$ cat src/rtl/seg_display_arbiter.sv
// Round-robin owner of the 8-digit seven-segment display, with a minimum-hold
// preemption rule, plus a free-running digit scanner driven from the owner's value.
module seg_display_arbiter #(
   parameter int HOLD_CYCLES = 16,
   parameter int SCAN_DIV    = 4
) (
   input  logic        clk,
   input  logic        resetn,
   input  logic [2:0]  req,
   input  logic [95:0] req_data,
   input  logic [23:0] req_mask,
   output logic [2:0]  gnt,
   output logic        owner_valid,
   output logic [7:0]  seg_sel,
   output logic [7:0]  seg_out
);
   localparam int HW = $clog2(HOLD_CYCLES + 1);
   localparam int DW = (SCAN_DIV > 1) ? $clog2(SCAN_DIV) : 1;

   typedef enum logic [1:0] {IDLE, GRANT, GAP} state_t;

   state_t        state_q, state_d;
   logic [2:0]    gnt_q, gnt_d;
   logic [HW-1:0] hold_q, hold_d;
   logic [1:0]    last_q, last_d;
   logic [DW-1:0] div_q, div_d;
   logic [2:0]    digit_q, digit_d;
   logic [7:0]    sel_q, sel_d, out_q, out_d;

   logic [1:0]    win, own;
   logic          own_req, compet;
   logic [6:0]    doff;
   logic [4:0]    moff, noff;
   logic [31:0]   own_data;
   logic [7:0]    own_mask;
   logic [3:0]    nib;

   function automatic logic [7:0] hexdec(input logic [3:0] n);
      case (n)
         4'h0: hexdec = 8'hC0;  4'h1: hexdec = 8'hF9;
         4'h2: hexdec = 8'hA4;  4'h3: hexdec = 8'hB0;
         4'h4: hexdec = 8'h99;  4'h5: hexdec = 8'h92;
         4'h6: hexdec = 8'h82;  4'h7: hexdec = 8'hF8;
         4'h8: hexdec = 8'h80;  4'h9: hexdec = 8'h90;
         4'hA: hexdec = 8'h88;  4'hB: hexdec = 8'h83;
         4'hC: hexdec = 8'hC6;  4'hD: hexdec = 8'hA1;
         4'hE: hexdec = 8'h86;  default: hexdec = 8'h8E;
      endcase
   endfunction

   // Scan starts just after the last winner, so the last winner comes last.
   always_comb begin
      case (last_q)
         2'd0:    win = req[1] ? 2'd1 : (req[2] ? 2'd2 : 2'd0);
         2'd1:    win = req[2] ? 2'd2 : (req[0] ? 2'd0 : 2'd1);
         default: win = req[0] ? 2'd0 : (req[1] ? 2'd1 : 2'd2);
      endcase
   end

   assign own     = gnt_q[1] ? 2'd1 : (gnt_q[2] ? 2'd2 : 2'd0);
   assign own_req = |(req & gnt_q);
   assign compet  = |(req & ~gnt_q);

   always_comb begin
      state_d = state_q;
      gnt_d   = gnt_q;
      hold_d  = hold_q;
      last_d  = last_q;
      case (state_q)
         IDLE, GAP: begin
            if (|req) begin
               gnt_d   = 3'b001 << win;
               hold_d  = '0;
               last_d  = win;
               state_d = GRANT;
            end else begin
               gnt_d   = '0;
               state_d = IDLE;
            end
         end
         GRANT: begin
            if (!own_req || (hold_q == HW'(HOLD_CYCLES) && compet)) begin
               gnt_d   = '0;
               state_d = GAP;
            end else if (hold_q != HW'(HOLD_CYCLES)) begin
               hold_d = hold_q + 1'b1;
            end
         end
         default: begin
            gnt_d   = '0;
            state_d = IDLE;
         end
      endcase
   end

   // Owner data and mask are taken live every cycle, not latched at grant.
   assign doff     = {own, 5'd0};
   assign moff     = {own, 3'd0};
   assign noff     = {digit_q, 2'b00};
   assign own_data = req_data[doff +: 32];
   assign own_mask = req_mask[moff +: 8];
   assign nib      = own_data[noff +: 4];

   always_comb begin
      div_d   = (div_q == DW'(SCAN_DIV - 1)) ? '0 : div_q + 1'b1;
      digit_d = (div_q == DW'(SCAN_DIV - 1)) ? digit_q + 3'd1 : digit_q;
      sel_d   = 8'hFF;
      out_d   = 8'hFF;
      if ((|gnt_q) && own_mask[digit_q]) begin
         sel_d = ~(8'b1 << digit_q);
         out_d = hexdec(nib);
      end
   end

   always_ff @(posedge clk or negedge resetn) begin
      if (!resetn) begin
         state_q <= IDLE;
         gnt_q   <= '0;
         hold_q  <= '0;
         last_q  <= 2'd2;
         div_q   <= '0;
         digit_q <= '0;
         sel_q   <= 8'hFF;
         out_q   <= 8'hFF;
      end else begin
         state_q <= state_d;
         gnt_q   <= gnt_d;
         hold_q  <= hold_d;
         last_q  <= last_d;
         div_q   <= div_d;
         digit_q <= digit_d;
         sel_q   <= sel_d;
         out_q   <= out_d;
      end
   end

   assign gnt         = gnt_q;
   assign owner_valid = |gnt_q;
   assign seg_sel     = sel_q;
   assign seg_out     = out_q;
endmodule

$ cat config.mk
export PLATFORM = sky130hd
export DESIGN_NAME = seg_display_arbiter
export DESIGN_NICKNAME = d
export VERILOG_FILES = /design/src/rtl/seg_display_arbiter.sv
export SDC_FILE = /design/constraint.sdc
export NUM_CORES = 1
export LEC_CHECK = 0
export BUFFER_PORTS_ARGS = -buffer_cell sky130_fd_sc_hd__buf_2
export CORE_AREA = 3 3 94 96
export DETAILED_ROUTE_END_ITERATION = 10
export DIE_AREA = 0 0 97 99
export SLEW_MARGIN = 20
export SYNTH_ARGS = -nofsm -noshare
export SYNTH_HDL_FRONTEND = slang
export SYNTH_SLANG_ARGS = --single-unit
export TNS_END_PERCENT = 20
$ cat constraint.sdc
create_clock -name clk -period 5.7 [get_ports clk]
set_clock_uncertainty 0.05 [all_clocks]
set_input_delay 1.14 -clock clk [delete_from_list [all_inputs] [get_ports clk]]
set_output_delay 1.14 -clock clk [all_outputs]
set_load 0.005 [all_outputs]
# After elaboration in Yosys (flattened, before gate mapping)

Memory sizes are Yosys's and may differ from the RTL's.
Cells that the tools add are included.

Add/sub/neg operators: 3
Magnitude comparators: 1
Equal/unequal tests: 10
Shifts and indexed selects: 5
Muxes and demuxes: 24
Bitwise gates (word level): 4
Reductions and logical operators: 14

Operators with widths:

| kind                | number |
|---|---|
| $shiftx 96x8->32    | 1 |
| $shiftx 32x6->4     | 1 |
| $shiftx 24x6->8     | 1 |
| $mux 2              | 9 |
| $mux 8              | 2 |
| $mux 5              | 3 |
| $reduce_or 3->1     | 4 |
| $pmux 5 s2          | 1 |
| $ne 2x2->1 const B  | 4 |
| $not 8->8           | 1 |
| $pmux 2 s2          | 2 |
| $shl 1x3->8 const A | 1 |
| $and 3x3->3         | 2 |
| $mux 3              | 2 |
| $pmux 3 s2          | 1 |
| $add 5x1->5 const B | 1 |
| $eq 5x5->1 const B  | 1 |
| $ne 5x5->1 const B  | 1 |
| $eq 2x1->1 const B  | 2 |
| $eq 2x2->1 const B  | 2 |
| $logic_not 2->1     | 2 |
| $lt 3x4->1 const B  | 1 |
| $reduce_and 4->1    | 1 |
| $add 3x1->3 const B | 1 |
| other kinds (11)    | 14 |

Register bits after elaboration: 33
ROM bits: 112
Output and inout bits: 20
Memories kept: 1

Memory list:

| name             | depth | bits a word | rd ports | clocked after memory_dff | write ports | RTL line | text |
|---|---|---|---|---|---|---|---|
| (name not given) | 16    | 7           | 1        | 0                        | 0           | 39       | `case (n)` |

# Longest topological paths before layout

Gate-level depths: netlist of run 1.

Depth after elaboration: 7
Gate-level depth with buffers: 13
Gate-level depth less buffers: 10

# Worst setup path before layout of run 1

No wires, ideal clock.

Kind: in2reg
Start point: in req_data[89]
End point: reg out_q[4], in the netlist seg_out[4]
Library setup time: 80 ps
Data arrival time: 2,858 ps
Path slack: 2,712 ps
Stages on the path: 10
Buffers on the path: 0
Cell sequence: mux2_1 > mux4_2 > o22ai_1 > nor2_1 > inv_1 > ha_1 > inv_1 > nor3_1 > a21oi_2 > o221ai_2

Cells in the longest elaborated chain, start to end: 4

Ends and longest elaborated chain:

| element              | RTL line | text |
|---|---|---|
| start, declared      | 10       | `input logic [95:0] req_data,` |
| $shiftx 96x8->32     | 100      | `assign own_data = req_data[doff +: 32];` |
| $shiftx 32x6->4      | 102      | `assign nib = own_data[noff +: 4];` |
| $mem_v2 16x7         | --       |  |
| $mux 8               | 109      | `if ((\|gnt_q) && own_mask[digit_q]) begin` |
| via out_d[4]         | 28       | `logic [7:0] sel_q, sel_d, out_q, out_d;` |
| end signal, assigned | 133      | `out_q <= out_d;` |
| end, declared        | 28       |  |

The timed path passes the listed nets, and every way through them passes these cells.
A chain may end at the register's enable or synchronous reset.

# Worst setup path in the final report of run 1

Start point: reg gnt_q[2], in the netlist gnt[2]
End point: reg out_q[4], in the netlist seg_out[4]

Cells in the longest elaborated chain, start to end: 7
Elaborated cells on any way between the ends: 11
Classes of those cells: 3 x shift; 5 x mux; 2 x reduce/logical; 1 x memory

Ends and longest elaborated chain:

| element                                                              | RTL line | text |
|---|---|---|
| start, declared                                                      | 23       | `logic [2:0] gnt_q, gnt_d;` |
| start signal, assigned                                               | 127      | `gnt_q <= gnt_d;` |
| parallel branches: the longest is 6 deep, another holds $mem_v2 16x7 | --       |  |
| $mux 8 *                                                             | 109      |  |
| via out_d[4]                                                         | 28       |  |

Mark *: on every way through the listed nets, which the timed path passes. The select of a mux whose other input is x is not followed.

==> results by group, run 1 <==
Status
  • Status: finished clean

Cells and area
  • Synth-to-layout area growth: 29.7%
  • Share of layout cells above drive strength 1: a little over half
  • Commonest non-fill, non-tap cells in the layout: buf_2, nand2_1, mux2_2
  • Most common cell after layout, fill and taps aside: buf_2
  • N_diodes: 0
  • Nets: roughly 550

Synthesis
  • Post-synthesis async set-or-reset flop share: 100%
  • EDFF count, synth: 0
  • Mapped Area: around 2800 um^2
  • Post-synth cell types: 47
  • Synth Flop Type: dfstp_2
  • Post-Syn Instances: 274
  • Mapped Avg Cell Area: 10.2 um^2
  • Sequential area share after synthesis: between 20% and 30%
  • Synthesized flop and latch total: 32
  • Syn Nets: roughly 410
  • Syn. warnings: 0

Placement
  • IO buf count: between 100 and 150
  • Placer congestion estimate: approximately 0.90
  • Detailed Place HPWL: 6.58 mm

Setup path
  • Startpoint types: flop
  • Arrival time worst endpoint: ~3400 ps
  • CP dominant cell by count: inv_1
  • R2r setup slk: 2450 ps
  • R2R depth: 10
  • WP buf/inv: 2
  • CP Max Fanout: 44
  • Worst r2r src: gnt[2]$_DFFE_PN0P_
  • WP data required: between 5000 and 6000 ps
  • Delay-heaviest family, CP: flip-flops
  • CP endpoint kind: flop
  • Critical path's slowest cell: dfrtp_2
  • Crit path kind: flop to flop
  • CP max stage delay: roughly 1000 ps
  • Critical R2R Capture: seg_out[4]$_DFF_PN1_
  • Worst path cell trace: mux2_2, mux4_2, o22ai_1, nor2_1, inv_1, ha_1, inv_1, nor3_1, a21oi_2, o221ai_2

STA
  • Setup TNS: 0 ps
  • Minimum clock period: roughly 3200 ps
  • Final setup viols: 0
  • Slew margin rel.: 33.2%
  • Final Hold Vio Count: 0
  • Highest clock rate: roughly 300 MHz
  • Worst-Margin Slew: roughly 1000 ps
  • Unrepaired setup endpoints after global routing: false
  • Tcrit/Tclk final: between 50% and 60%
  • Slew Limit Fails: 0

Clock tree
  • CTS tree: built
  • Setup bufs post-CTS: 0
  • Clock root cell: clkbuf_8
  • CTS-repair resized insts: 0
  • CTS Buffer Depth: 2
  • TritonCTS Buffers: 5
  • Clk sinks: 32
  • Hold buffer count at cts: 0
  • H-tree Lvls: 2
  • Later-pin clock latency in the skew report: ~280 ps
  • Clock-pin slew on the worst setup and hold paths: ~70 ps

GRT
  • Initial antenna violation count: 0
  • Largest net degree at the start of global routing: 45
  • Gr usage total: roughly 17%
  • First-pass GRT wire length: between 10 and 15 mm
  • Remaining global-route overflow: 0
  • Number of global-route vias before repair: 2702

Floorplanning
  • Die W: 97 um
  • I/O pin cnt: 145
  • Cell row count: 33
  • Core Box Area: between 8000 and 9000 um^2
  • Die area: 9600 um^2
  • Initial Util: 34.4%
  • Die Y: 99 um

Routing
  • Drt via density: around 5.1
  • ANT nets after route: 0
  • DRC violation count after routing: 0
  • Drt wl/cell: approximately 16 um
  • Final wirelength: a little over 8 mm
  • Iter 0 DRT Violations: ~140
  • Via count: approximately 2600
  • Pre-Repair DR Iteration Count: 5

Power and ir drop
  • Tot Pwr: roughly 1.1 mW
  • VDD IR max: a little under 0.1 mV
  • Lkg Pwr: 1.66 nW
  • Power Density: between 300 and 400 nW/um^2

Worst hold path
  • Hold endpoint: div_q[0]$_DFF_PN0_
  • Hold_sp: div_q[0]$_DFF_PN0_
  • Hold path depth: 1
  • Hold crit path type: flop to flop

Flow run
  • Number of max-cap violations: 0
-- flip-flops by register name (all words and copies together), names as in the netlist --
signal / flops
seg_out: 7
gnt: 3
digit_q: 3
hold_q: 5
last_q: 2
seg_sel: 8
div_q: 2
state_q: 2
-- per-layer routing --
layer / vias up / track usage [%] / wire [um]
met1: 1233 / 22.8 / 3550
met2: 112 / 28.5 / 3900
met4: 0 / 3.13 / 70
li1: 1285 / - / -
met3: 9 / 2.55 / 518
met5: - / 0 / 0
-- worst register-to-register path: stages, from the launching register on --
cell and delay [ps]:
dfrtp_2 1010, mux2_2 460, mux4_2 460, o22ai_1 180
nor2_1 140, inv_1 140, ha_1 190, inv_1 70
nor3_1 220, a21oi_2 60, o221ai_2 180
-- cell families (layout without fill, tap and decap cells) --
family	count (synthesis)	after routing	share of synthesized area, %
AOI/OAI and AO/OA	58	58	14.3
xor gates and xnor gates	4	4	1.25
adders and majority gates	15	15	6.70
buffers and inverters	28	166	5.76
DFF	32	32	29.3
muxes	60	60	29.5
other	1	1	0.134
and+or+nand+nor	76	76	13.1
-- per-stage QoR --
stage | std cells | worst slack [ps] | hold WS [ps] | cell area, um^2 | utilization (%)
2_1_floorplan | 274 | 2710 | 353 | 2800 | -
3_3_place_gp | 509 | 2510 | 363 | 3550 | 43.7
3_5_place_dp | 509 | 2470 | 380 | 3550 | 43.7
4_1_cts | 517 | 2450 | 386 | 3630 | 44.7
5_1_grt | 517 | 2250 | 395 | 3630 | 44.7
6_report | 517 | 2450 | 381 | 3630 | 44.7
-- worst max-delay path by stage --
stage                                      end  cells past startpoint                from  slack (ps)
after floorplan           seg_out[4]$_DFF_PN1_                     10        req_data[89]        2710
after global placement    seg_out[4]$_DFF_PN1_                     11        req_data[89]        2510
after detailed placement  seg_out[4]$_DFF_PN1_                     11        req_data[89]        2470
after CTS                 seg_out[4]$_DFF_PN1_                     10  gnt[2]$_DFFE_PN0P_        2450
after global routing      seg_out[4]$_DFF_PN1_                     10  gnt[2]$_DFFE_PN0P_        2250
final                     seg_out[4]$_DFF_PN1_                     10  gnt[2]$_DFFE_PN0P_        2450
-- synth_stat cells, types with 6 or more instances --
master / n / share of area [%]
o22ai_1: 6 / 1.3
inv_1: 13 / 1.7
dfrtp_1: 16 / 14
nand2_1: 28 / 3.8
nand2b_1: 9 / 2.0
dfstp_2: 16 / 15
mux2_2: 25 / 10
nor2_1: 13 / 1.7
ha_1: 15 / 6.7
o211ai_1: 6 / 1.6
o21ai_0: 18 / 3.2
buf_2: 6 / 1.1
mux4_2: 14 / 11
mux2i_1: 15 / 5.4
-- layout make-up --
type	instances	area [um^2]
fillers	784	4500
multi-input cells	214	1820
flip-flops and latches	32	822
repair buffers	145	731
well taps	105	131
clock buffers	7	76.3
inverters	13	48.8
clock inverters	1	5.00
-- power breakdown --
part	switching, mW	total (mW)	leakage (nW)	internal, mW
clock network	0.0793	0.165	0.0422	0.0855
registers	0.0724	0.373	0.373	0.300
logic	0.276	0.558	1.24	0.282
total	0.428	1.10	1.66	0.667
Note: power is estimated with default switching activity, not from simulation.
==> run 2, diff against run 1 <==
PLACE_DENSITY = 0.66   (was unset)
clock period = 2.8 ns   (was 5.7 ns; I/O delays follow)
==> run 2 against run 1 <==
Critical path depth rose by 1. Die area is the same. Flip-flop and latch count did not move. Hold slack worse by 120 ps. Critical path type unchanged. Sequential power is 85% higher. Clock power rose to 2.6 times the previous value.
==> results by group, run 2 (synthesis gave the netlist of run 1 again) <==
Setup path
  • WP buf/inv: 3 (+1)
  • CP dominant cell by count: inv_1
  • Critical Path Stages: 11 (+1)
  • R2R depth: 11 (+1)
  • Critical R2R Capture: seg_out[4]$_DFF_PN1_
  • Arrival time worst endpoint: 2810 ps (-580 ps)
  • Crit path kind: flop to flop
  • Delay-heaviest family, CP: multiplexers
  • Worst r2r src: gnt[2]$_DFFE_PN0P_
  • CP Max Fanout: 9 (-80%)
  • R2r setup slk: 130 ps (-2320 ps)
  • CP max stage delay: 480 ps (-530 ps)
  • Worst path cell trace: buf_4, mux2_2, mux4_2, o22ai_1, nor2_2, inv_1, ha_1, inv_1, nor3_1, a21oi_2, o221ai_2
  • WP data required: 2950 ps (-2900 ps)
  • Startpoint types: flop
  • CP endpoint kind: flop
  • Critical path's slowest cell: mux4_2

Floorplanning
  • Die W: 97 um (unchanged)
  • Core Box Area: 8130 um^2 (unchanged)
  • I/O pin cnt: 145 (unchanged)
  • Cell row count: 33 (unchanged)
  • Initial Util: 34.4% (unchanged)
  • Die area: 9600 um^2 (unchanged)
  • Die Y: 99 um (unchanged)

Clock tree
  • H-tree Lvls: 2 (unchanged)
  • Hold buffer count at cts: 0 (unchanged)
  • Later-pin clock latency in the skew report: 280 ps (about the same)
  • CTS tree: built
  • Clock root cell: clkbuf_8
  • CTS Buffer Depth: 2 (unchanged)
  • CTS-repair resized insts: 0 (unchanged)
  • Setup bufs post-CTS: 0 (unchanged)
  • Clk sinks: 32 (unchanged)
  • TritonCTS Buffers: 5 (unchanged)
  • Clock-pin slew on the worst setup and hold paths: 70 ps (about the same)

Flow run
  • Number of max-cap violations: 0 (unchanged)

Power and ir drop
  • VDD IR max: 0.268 mV (+170%)
  • Lkg Pwr: 1.71 nW (+3.0%)
  • Power Density: 635 nW/um^2 (+110%)
  • Tot Pwr: 2.37 mW (+120%)

STA
  • Highest clock rate: 375 MHz (+22%)
  • Final setup viols: 0 (unchanged)
  • Tcrit/Tclk final: 95.3% (+38 points)
  • Final Hold Vio Count: 0 (unchanged)
  • Min Hold Slack: 261 ps (-120 ps)
  • Minimum clock period: 2670 ps (-581 ps)
  • Slew Limit Fails: 0 (unchanged)
  • Setup TNS: 0 ps (unchanged)
  • Slew margin rel.: 54.5% (+21 points)
  • Worst-Margin Slew: 683 ps (-320 ps)
  • Final Worst Setup Slack: 133 ps (-2320 ps)
  • Unrepaired setup endpoints after global routing: false

Routing
  • Via count: 2662 (+0.87%)
  • DRC violation count after routing: 0 (unchanged)
  • Pre-Repair DR Iteration Count: 4 (-1)
  • Drt wl/cell: 15.1 um (-2.8%)
  • ANT nets after route: 0 (unchanged)
  • Drt via density: 5.09 (-0.29%)
  • Wl on met1: 3.39 mm (-4.7%)
  • Met3 wire length: 475 um (-8.3%)
  • Uppermost layer routed: met4
  • Final wirelength: 7.91 mm (-1.7%)
  • Met2 wire length: 3.94 mm (+0.95%)
  • Iter 0 DRT Violations: 153 (+7.7%)

Cells and area
  • Area of the multi-input gates: 1820 um^2 (+0.14%)
  • Max reg flops: 8 (unchanged)
  • Most common cell after layout, fill and taps aside: buf_2
  • Register area: 822 um^2 (unchanged)
  • Commonest non-fill, non-tap cells in the layout: buf_2, nand2_1, mux2_2
  • Share of layout cells above drive strength 1: 53.8% (+1.2 points)
  • Nets: 557 (+1.1%)
  • Synth-to-layout area growth: 33.2%
  • N_diodes: 0 (unchanged)
  • Filler cell count: 750 (-4.3%)

GRT
  • Gr usage total: 16.3% (-0.39 points)
  • Initial antenna violation count: 0 (unchanged)
  • Largest net degree at the start of global routing: 33 (-27%)
  • Remaining global-route overflow: 0 (unchanged)
  • First-pass GRT wire length: 12.9 mm (-2.3%)
  • Number of global-route vias before repair: 2779 (+2.8%)

Placement
  • Detailed Place HPWL: 6.47 mm (-1.7%)
  • Placer congestion estimate: 0.859 (-4.8%)
  • IO buf count: 143 (unchanged)
  • Worst slack, placed: 87.6 ps (-2380 ps)

Status
  • Status: finished clean

Worst hold path
  • Hold crit path type: primary input to async pin
-- run 2: cell types whose count changed in the layout (fill, tap and decap cells not counted), sizes merged --
cell / change
buf: +6
bufinv: +1
clkbuf: -1
-- run 2: metrics by stage --
stage               std cells  util (%)  instance area [um^2]
CTS                       523      45.9                  3730
detailed placement        515      44.5                  3620
finish                    523      45.9                  3730
floorplan                 274         -                  2800
global route              523      45.9                  3730
global placement          515      44.5                  3620
-- run 2: area by class of cell --
type / instances / share of cell area, %
multi-input cells: 214 / 48.8
flip-flops and latches: 32 / 22.0
repair buffers: 151 / 21.5
well taps: 105 / 3.52
clock buffers: 6 / 1.94
inverters: 13 / 1.31
clock inverters: 2 / 0.939
-- run 2: worst max path at each step --
stage | startpoint | endpoint | slack (ps)
after global routing | gnt[2]$_DFFE_PN0P_ | seg_out[4]$_DFF_PN1_ | 10
after CTS | gnt[2]$_DFFE_PN0P_ | seg_out[4]$_DFF_PN1_ | 130
after global placement | req_data[89] | seg_out[4]$_DFF_PN1_ | 190
after detailed placement | req_data[89] | seg_out[4]$_DFF_PN1_ | 90
after floorplan | gnt[2]$_DFFE_PN0P_ | seg_out[4]$_DFF_PN1_ | 130
final | gnt[2]$_DFFE_PN0P_ | seg_out[4]$_DFF_PN1_ | 130
-- run 2: routing by layer --
layer / track usage (%) / vias up
li1: - / 1297
met1: 21.1 / 1248
met2: 28.1 / 106
met3: 3.11 / 11
met4: 4.32 / 0
met5: 0 / -
-- run 2: power by group --
group          switching, mW  internal (mW)  total (mW)
sequential            0.0766          0.612       0.689
clock                  0.166          0.264       0.430
combinational          0.640          0.612        1.25
